--- src/rtl/av_menu_overlay_pkg.sv ---
// Shared definitions for the menu overlay: colour defaults, screen limits
// and the menu state encoding used by both the FSM and the pixel pipeline.
package av_pkg;

  localparam int COLOR_W = 12;

  localparam logic [COLOR_W-1:0] BG_DEFAULT     = 12'hDDD;
  localparam logic [COLOR_W-1:0] HL_DEFAULT     = 12'hF80;
  localparam logic [COLOR_W-1:0] BORDER_DEFAULT = 12'h222;

  localparam int SCREEN_W = 1024;
  localparam int SCREEN_H = 768;

  typedef enum logic [1:0] {
    HIDDEN  = 2'd0,
    OPEN    = 2'd1,
    CONFIRM = 2'd2
  } menu_state_t;

endpackage

--- src/rtl/av_menu_overlay_fsm.sv ---
// Menu open/navigate/confirm state machine with wrapping cursor, confirm
// frame counter and the one-cycle selection handshake to game control.
module av_menu_fsm
  import av_pkg::*;
#(
  parameter int N_ITEMS        = 4,
  parameter int CONFIRM_FRAMES = 16,
  parameter int BLINK_LOG2     = 2
) (
  input  logic                       clk65,
  input  logic                       rst,
  input  logic                       menu_toggle,
  input  logic                       btn_up,
  input  logic                       btn_down,
  input  logic                       btn_select,
  input  logic                       new_frame,
  output menu_state_t                state,
  output logic [$clog2(N_ITEMS)-1:0] cursor,
  output logic                       highlight,
  output logic                       menu_active,
  output logic                       sel_valid,
  output logic [$clog2(N_ITEMS)-1:0] sel_index
);

  localparam int IDX_W   = $clog2(N_ITEMS);
  localparam int CNT_RAW = $clog2(CONFIRM_FRAMES + 1);
  // The counter must also be wide enough to expose the blink bit.
  localparam int CNT_W   = (CNT_RAW > BLINK_LOG2) ? CNT_RAW : BLINK_LOG2 + 1;

  localparam logic [IDX_W-1:0] LAST_ITEM = IDX_W'(N_ITEMS - 1);
  localparam logic [CNT_W-1:0] DONE_CNT  = CNT_W'(CONFIRM_FRAMES);

  menu_state_t      state_n;
  logic [IDX_W-1:0] cursor_n;
  logic [CNT_W-1:0] frame_cnt, frame_cnt_n;
  logic             sel_valid_n;
  logic [IDX_W-1:0] sel_index_n;

  // NOTE: sequential state uses non-blocking (<=) so every register samples
  // the pre-edge values, independent of statement order.
  always_ff @(posedge clk65) begin
    if (rst) begin
      state       <= HIDDEN;
      cursor      <= '0;
      frame_cnt   <= '0;
      sel_valid   <= 1'b0;
      sel_index   <= '0;
      menu_active <= 1'b0;
    end else begin
      state       <= state_n;
      cursor      <= cursor_n;
      frame_cnt   <= frame_cnt_n;
      sel_valid   <= sel_valid_n;
      sel_index   <= sel_index_n;
      menu_active <= (state_n != HIDDEN);
    end
  end

  // NOTE: every output of this block is given a default first, so no path
  // leaves a signal unassigned and no latch is inferred.
  always_comb begin
    state_n     = state;
    cursor_n    = cursor;
    frame_cnt_n = frame_cnt;
    sel_valid_n = 1'b0;
    sel_index_n = sel_index;
    unique case (state)
      HIDDEN: begin
        if (menu_toggle) begin
          state_n  = OPEN;
          cursor_n = '0;
        end
      end
      OPEN: begin
        if (btn_select) begin
          state_n     = CONFIRM;
          frame_cnt_n = '0;
        end else if (menu_toggle) begin
          state_n = HIDDEN;
        end else if (btn_up && !btn_down) begin
          cursor_n = (cursor == '0) ? LAST_ITEM : cursor - 1'b1;
        end else if (btn_down && !btn_up) begin
          cursor_n = (cursor == LAST_ITEM) ? '0 : cursor + 1'b1;
        end
      end
      CONFIRM: begin
        if (new_frame) begin
          frame_cnt_n = frame_cnt + 1'b1;
          if (frame_cnt_n == DONE_CNT) begin
            sel_valid_n = 1'b1;
            sel_index_n = cursor;
            state_n     = HIDDEN;
          end
        end
      end
      default: state_n = HIDDEN;
    endcase
  end

  // The chosen row flashes during CONFIRM; it is solid while navigating.
  assign highlight = (state == OPEN) ||
                     ((state == CONFIRM) && !frame_cnt[BLINK_LOG2]);

endmodule

--- src/rtl/av_menu_overlay.sv ---
// N-item vertical menu overlay: 2-stage pixel pipeline (geometry, then colour
// mux) driven by the menu FSM. Output MSB flags an opaque overlay pixel.
module av_menu_overlay
  import av_pkg::*;
#(
  parameter int                     N_ITEMS        = 4,
  parameter int                     COLOR_W        = av_pkg::COLOR_W,
  parameter int                     START_X        = 100,
  parameter int                     START_Y        = 50,
  parameter int                     WIDTH          = 800,
  parameter int                     LOG2_ITEM_H    = 6,
  parameter int                     BORDER         = 4,
  parameter logic [COLOR_W-1:0]     BG_COLOR       = BG_DEFAULT,
  parameter logic [COLOR_W-1:0]     HL_COLOR       = HL_DEFAULT,
  parameter logic [COLOR_W-1:0]     BORDER_COLOR   = BORDER_DEFAULT,
  parameter int                     CONFIRM_FRAMES = 16,
  parameter int                     BLINK_LOG2     = 2
) (
  input  logic                       clk65,
  input  logic                       rst,
  input  logic                       menu_toggle,
  input  logic                       btn_up,
  input  logic                       btn_down,
  input  logic                       btn_select,
  input  logic                       new_frame,
  input  logic [10:0]                hcount,
  input  logic [9:0]                 vcount,
  output logic [COLOR_W:0]           menu_pixel,
  output logic                       menu_active,
  output logic                       sel_valid,
  output logic [$clog2(N_ITEMS)-1:0] sel_index
);

  localparam int IDX_W = $clog2(N_ITEMS);

  localparam logic [10:0] X0      = 11'(START_X);
  localparam logic [10:0] X1      = 11'(START_X + WIDTH);
  localparam logic [10:0] Y0      = 11'(START_Y);
  localparam logic [10:0] PANEL_H = 11'(N_ITEMS << LOG2_ITEM_H);
  localparam logic [10:0] Y1      = 11'(START_Y + (N_ITEMS << LOG2_ITEM_H));
  localparam logic [10:0] BORD    = 11'(BORDER);
  localparam logic [10:0] X_FAR   = 11'(WIDTH - BORDER);
  localparam logic [10:0] Y_FAR   = 11'((N_ITEMS << LOG2_ITEM_H) - BORDER);
  localparam logic [LOG2_ITEM_H-1:0] ROW_BORD = LOG2_ITEM_H'(BORDER);

  menu_state_t      state;
  logic [IDX_W-1:0] cursor;
  logic             highlight;

  av_menu_fsm #(
    .N_ITEMS       (N_ITEMS),
    .CONFIRM_FRAMES(CONFIRM_FRAMES),
    .BLINK_LOG2    (BLINK_LOG2)
  ) u_fsm (
    .clk65      (clk65),
    .rst        (rst),
    .menu_toggle(menu_toggle),
    .btn_up     (btn_up),
    .btn_down   (btn_down),
    .btn_select (btn_select),
    .new_frame  (new_frame),
    .state      (state),
    .cursor     (cursor),
    .highlight  (highlight),
    .menu_active(menu_active),
    .sel_valid  (sel_valid),
    .sel_index  (sel_index)
  );

  // Stage 1: panel geometry. Offsets wrap when outside the panel, but they
  // are only consumed when in_panel is set.
  logic [10:0] vcount_ext, rel_x, rel_y;
  logic        in_panel_c, edge_c;

  assign vcount_ext = {1'b0, vcount};
  assign rel_x      = hcount - X0;
  assign rel_y      = vcount_ext - Y0;
  assign in_panel_c = (hcount >= X0) && (hcount < X1) &&
                      (vcount_ext >= Y0) && (vcount_ext < Y1) && (PANEL_H != '0);
  // A row's top band doubles as the top border for row 0.
  assign edge_c     = (rel_x < BORD) || (rel_x >= X_FAR) || (rel_y >= Y_FAR) ||
                      (rel_y[LOG2_ITEM_H-1:0] < ROW_BORD);

  logic             s1_in_panel, s1_edge;
  logic [IDX_W-1:0] s1_row;

  always_ff @(posedge clk65) begin
    if (rst) begin
      s1_in_panel <= 1'b0;
      s1_edge     <= 1'b0;
      s1_row      <= '0;
    end else begin
      s1_in_panel <= in_panel_c;
      s1_edge     <= edge_c;
      s1_row      <= IDX_W'(rel_y >> LOG2_ITEM_H);
    end
  end

  // Stage 2: colour mux against the live FSM state.
  logic [COLOR_W:0] pixel_c;

  always_comb begin
    pixel_c = '0;
    if (s1_in_panel && (state != HIDDEN)) begin
      if (s1_edge)                             pixel_c = {1'b1, BORDER_COLOR};
      else if ((s1_row == cursor) && highlight) pixel_c = {1'b1, HL_COLOR};
      else                                     pixel_c = {1'b1, BG_COLOR};
    end
  end

  always_ff @(posedge clk65) begin
    if (rst) menu_pixel <= '0;
    else     menu_pixel <= pixel_c;
  end

endmodule

--- config.mk ---
export PLATFORM = sky130hd
export DESIGN_NAME = av_menu_overlay
export DESIGN_NICKNAME = d
export VERILOG_FILES = /design/src/rtl/av_menu_overlay_pkg.sv /design/src/rtl/av_menu_overlay_fsm.sv /design/src/rtl/av_menu_overlay.sv
export SDC_FILE = /design/constraint.sdc
export NUM_CORES = 1
export LEC_CHECK = 0
export ABC_AREA = 1
export BUFFER_PORTS_ARGS = -buffer_cell sky130_fd_sc_hd__buf_2
export CORE_MARGIN = 8
export CORE_UTILIZATION = 54
export CTS_CLUSTER_SIZE = 10
export DETAILED_ROUTE_END_ITERATION = 10
export PLACE_DENSITY_LB_ADDON = 0.12
export SETUP_SLACK_MARGIN = 0.5
export SYNTH_ARGS = -nofsm -noshare
export SYNTH_HDL_FRONTEND = slang
export SYNTH_SLANG_ARGS = --single-unit
--- constraint.sdc ---
create_clock -name clk65 -period 3.5 [get_ports clk65]
set_input_delay 0.7 -clock clk65 [delete_from_list [all_inputs] [get_ports clk65]]
set_output_delay 0.7 -clock clk65 [all_outputs]
set_load 0.01 [all_outputs]
# After elaboration in Yosys (flattened, before gate mapping)
# Index checks and enable logic that the tools add are counted.
dict set report totals {
  mem_bits_ro 0
  regBits 30
  wordCells 85
  latchBits 0
  ram_bits 0
  memories 0
}
dict set report classes {
  add_sub_neg 5
  magnitude_cmp 8
  bitwise_logic 3
  shift 0
  n_mul 0
  div 0
  n_eq_ne 11
  mux 20
  n_reduce_logical 27
}
# operator count
set ops {}
lappend ops {{2-to-1 mux 2 bit} 12}
lappend ops {{2-to-1 mux 10 bit} 2}
lappend ops {{greater-or-equal comparator 11 x 10 -> 1 bit, second input constant} 1}
lappend ops {{greater-or-equal comparator 11 x 7 -> 1 bit, second input constant} 1}
lappend ops {{greater-or-equal comparator 11 x 8 -> 1 bit, second input constant} 1}
lappend ops {{less-than comparator 11 x 10 -> 1 bit, second input constant} 1}
lappend ops {{less-than comparator 11 x 3 -> 1 bit, second input constant} 1}
lappend ops {{subtractor 10 x 6 -> 11 bit, second input constant} 1}
lappend ops {{subtractor 11 x 7 -> 11 bit, second input constant} 1}
lappend ops {{greater-or-equal comparator 10 x 6 -> 1 bit, second input constant} 1}
lappend ops {{less-than comparator 10 x 9 -> 1 bit, second input constant} 1}
lappend ops {{2-to-1 mux 5 bit} 2}
lappend ops {{inequality test 2 bit, second input constant} 5}
lappend ops {{one-hot mux 5 bit (2 select lines)} 1}
lappend ops {{logical AND 1 bit} 8}
lappend ops {{nonzero test 2 bit} 4}
lappend ops {{less-than comparator 6 x 3 -> 1 bit, second input constant} 1}
lappend ops {{one-hot mux 2 bit (3 select lines)} 1}
lappend ops {{AND reduction 3 bit} 2}
lappend ops {{OR reduction 3 bit} 2}
lappend ops {{adder 5 x 1 -> 5 bit, second input constant} 1}
lappend ops {{== test 5 bit, second input constant} 1}
lappend ops {{AND reduction 5 bit} 1}
lappend ops {{== test 2 bit, second input constant} 2}
lappend ops {{other kinds (12)} 20}

# Longest topological paths before layout
dict set report logic_depth {
  depth_word 7
  depth_mapped 13
  mapped_depth_nobuf 13
}

# Cells and area by module
# Synthesis repeated with hierarchy kept, for this count alone.
dict set report unflattened {
  hier_cells 266
  area_unflattened_um2 1652.8
}
# mod cells_per_inst instances area_each_um2 seq_area_each_um2
set by_module_without_submodules {}
lappend by_module_without_submodules {av_menu_overlay 161 1 943.4 180.2}
lappend by_module_without_submodules {av_menu_fsm 105 1 709.4 260.2}

# Least setup slack after synthesis
# Ideal clock, no wire load.
dict set report synth_timing {
  kind {input to register}
  from {in hcount[2]}
  to {reg s1_edge}
  arrival_time_ns 1.658
  setup_ns 0.128
  path_stages 11
  n_path_buf 0
  setup_slack_ns 1.715
  cell_sequence {inv_1 ha_1 nand2_2 nand2_2 nand3_1 nand2_1 nand3_1 nor2_1 nand3_1 nor2_1 nor2_1}
}
dict set report synth_via {
  elab_chain_len 5
}
# element line
set synth_rtl {}
lappend synth_rtl {{from (decl)} av_menu_overlay.sv:26} ;# input logic [10:0] hcount,
lappend synth_rtl {{subtractor 11 x 7 -> 11 bit *} av_menu_overlay.sv:76} ;# assign rel_x = hcount - X0;
lappend synth_rtl {{less-than comparator 11 x 3 -> 1 bit / greater-or-equal comparator 11 x 10 -> 1 bit (equally long branches)} av_menu_overlay.sv:81} ;# assign edge_c = (rel_x < BORD) || (rel_x >= X_FAR) || (rel_y >= Y_FAR) ||
lappend synth_rtl {{logical OR 1 bit * (3 in a row)} av_menu_overlay.sv:81}
lappend synth_rtl {{to (signal assigned)} av_menu_overlay.sv:94} ;# s1_edge <= edge_c;
lappend synth_rtl {{to (decl)} av_menu_overlay.sv:84} ;# logic s1_in_panel, s1_edge;
# Every way passes the cells marked *; elsewhere a longest branch is shown, timed or not.
# A chain may end at the register's enable or synchronous reset.

# Worst setup path in the final report
# Ends and elaborated chain as after synthesis.

==> impl_metrics.yaml <==
setup_path:
  r2r_end: "u_fsm.sel_index[0]"
  crit_type: "in2reg"
  worstPathRequired_ns: 3.70
  r2r_slack_ns: 1.96
  worst-path-max-fanout: 5
  start_kind: "primary input"
  r2r_cells: 10
  cp.arrival_ns: 1.90
  worstSetupEndpointType: "flop"
  r2r-start: "u_fsm.frame_cnt[0]"
logic_synthesis:
  synth_top_family_by_area: "simple AND/OR/NAND/NOR gates"
  synth-seq-cells: 22
  synth_area_mm2: 0.00154
  synthMuxAreaShare: 0
  ys_warn_count: 0
  synth_cells: 248
  synthAdderAreaFrac: 0.0648
  synth_xor_area_frac: 0.0389
  synth_cell_types: 30
  ys_seq_area_frac: 0.285
  synth-simple-area-share: 0.355
  syn-num-nets: 284
  avgSynthCellArea_um2: 6.23
  synth-compound-area-share: 0.112
detailed_routing:
  drt-initial-drc-count: 70
  drc: 0
  num_vias: 1513
  ant_nets: 0
  viasPerCell: 4.76
  routedWlPerCell_um: 9.58
  dr.pass1.iters: 4
  wirelength_mm: 3.05
timing:
  relSlewSlack: 0.736
  max_freq_ghz: 0.588
  hold_violations: 0
  rsz0062_at_grt: "no"
  fin_crit_sh: 0.486
  clock_skew_ns: 0.00638
  fin_setup_tns_ns: 0
  period_needed_ns: 1.70
  holdWs_ns: 0.462
  worst_pin_slew_ns: 0.395
  worst_slack_ns: 1.80
  timing.final.max_slew_violations: 0
  setup_viol: 0
global_route:
  antenna_found_initial: 0
  grt_overflow_total: 0
  grt_pass1_vias: 1368
  grt_max_degree: 13
  grt_use_total: 0.121
  grt_pass1_wl_mm: 5.29
placed_design:
  pre_cts_ws_ns: 1.46
  portBuffers: 44
  dp_cells: 314
  gp_congestion: 0.826
  dpl-instance-area_mm2: 0.00174
  dp_hpwl_mm: 2.63
clock_tree:
  clkSlewWorstSetupHoldPaths_ns: 0.12
  clkLatencyLatePin_ns: 0.30
  cts_tree: "built"
  cts-root-buf: "clkbuf_4"
  cts_repair_resize_count: 0
  cts.path.max_buffers: 2
  hold_buffers: 0
  htreeDepth: 1
  cts_setup_buffers: 0
  cts_inserted_buffers: 3
  clock_sinks: 22
hold_path:
  worstHoldPathType: "reg2reg"
  hold_depth: 1
  min_to: "menu_pixel[10]"
  hp-start: "s1_edge"
job:
  maxCapViolations: 0
power:
  pwr_density_cell_mw_per_mm2: 293
  power_mw: 0.520
  p_leak_nw: 1.05
  ir_drop_uv: 275
floorplanning:
  initial_core_util: 0.565
  rows: 19
  core-area_mm2: 0.00273
  die_area_mm2: 0.00483
  die_h_um: 69.5
  io_pins: 45
  die_x_um: 69.5
finish:
  final_common_cell: "nand2_1"
  fin_util: 0.649
  drive_gt1_frac: 0.202
  seqCellArea_um2: 440
  fillers: 268
  instances_no_fill: 318
  final_area_mm2: 0.00178
  multi_input_area_um2: 881
  area_growth_syn_to_layout_pct: 15.0
  diodes: 0
  final_nets: 324
  layout_common_cells: "69 x nand2_1, 44 x buf_2, 40 x inv_1, 30 x nor2_1, 22 x dfxtp_1"
status:
  status: "finished, final reports clean"
-- flip-flops by register name, summed over array words and instances, names as in the netlist --
register	cells
s1_edge	1
menu_pixel	5
s1_in_panel	1
u_fsm.sel_index	2
u_fsm.cursor	2
u_fsm.frame_cnt	5
u_fsm.menu_active	1
s1_row	2
u_fsm.state	2
u_fsm.sel_valid	1
-- worst max-delay path: stages --
cell and delay [ns]:
buf_2 0.12, inv_1 0.14, ha_1 0.22, nand2_2 0.09, nand2_2 0.11, nand3_1 0.08, nand2_1 0.09, nand3_1 0.07
nor2_1 0.10, nand3_1 0.06, nor2_1 0.09, nor2_1 0.04
-- cells in the mapped netlist --
master	n	area share
nand2_1	69	0.17
nor2_2	3	0.012
nor3_1	2	0.0065
clkbuf_1	1	0.0024
a41oi_1	1	0.0057
nand3_1	18	0.058
nor2_1	30	0.073
or2_2	1	0.0041
nand2_2	3	0.012
o21bai_1	1	0.0049
clkinv_2	1	0.0032
inv_2	1	0.0024
ha_1	8	0.065
nand2b_1	1	0.0041
a31oi_1	2	0.0081
o21ai_0	10	0.032
xnor2_2	1	0.011
and2_1	1	0.0041
xor2_1	5	0.028
dfxtp_1	22	0.29
nor4_1	1	0.0041
inv_1	40	0.097
o211a_1	1	0.0065
a211oi_1	1	0.0049
nand3b_1	1	0.0049
o2111ai_1	1	0.0057
a21oi_1	12	0.039
nand4_1	1	0.0041
o211ai_1	1	0.0049
buf_4	8	0.039
-- routing by layer --
layer / global-route usage / part of all wire
met1: 0.135 / 0.47
met2: 0.215 / 0.46
met3: 0.0315 / 0.058
met4: 0.0410 / 0.011
met5: 0 / 0
-- cell families (layout without fill, tap and decap cells) --
kind of cell,after synthesis,count (layout)
and+or+nand+nor,131,131
AOI/OAI and AO/OA,30,30
xor gates and xnor gates,6,6
buffers and inverters,51,90
DFF,22,22
adders and majority gates,8,8
-- final cells by class --
cell class,count,share of cell area
Clock buffer,4,0.0204
Inverter,42,0.0895
Multi-Input combinational cell,175,0.496
Timing Repair Buffer,44,0.124
Tap cell,31,0.0218
Sequential cell,22,0.248
-- worst max path at each step --
stage	start	endpoint	depth (start not counted)	slack, ns
floorplan	hcount[2]	s1_edge	11	1.71
global placement	hcount[2]	s1_edge	14	1.52
detailed placement	hcount[2]	s1_edge	12	1.46
CTS	hcount[2]	s1_edge	12	1.78
global route	hcount[2]	s1_edge	13	1.63
finish	hcount[2]	s1_edge	12	1.80
-- power by group --
group	switching (mW)	internal (mW)
Clock	0.0710	0.0634
Combinational	0.0716	0.0470
Sequential	0.00726	0.260
Power figures use the tool's default switching activity.
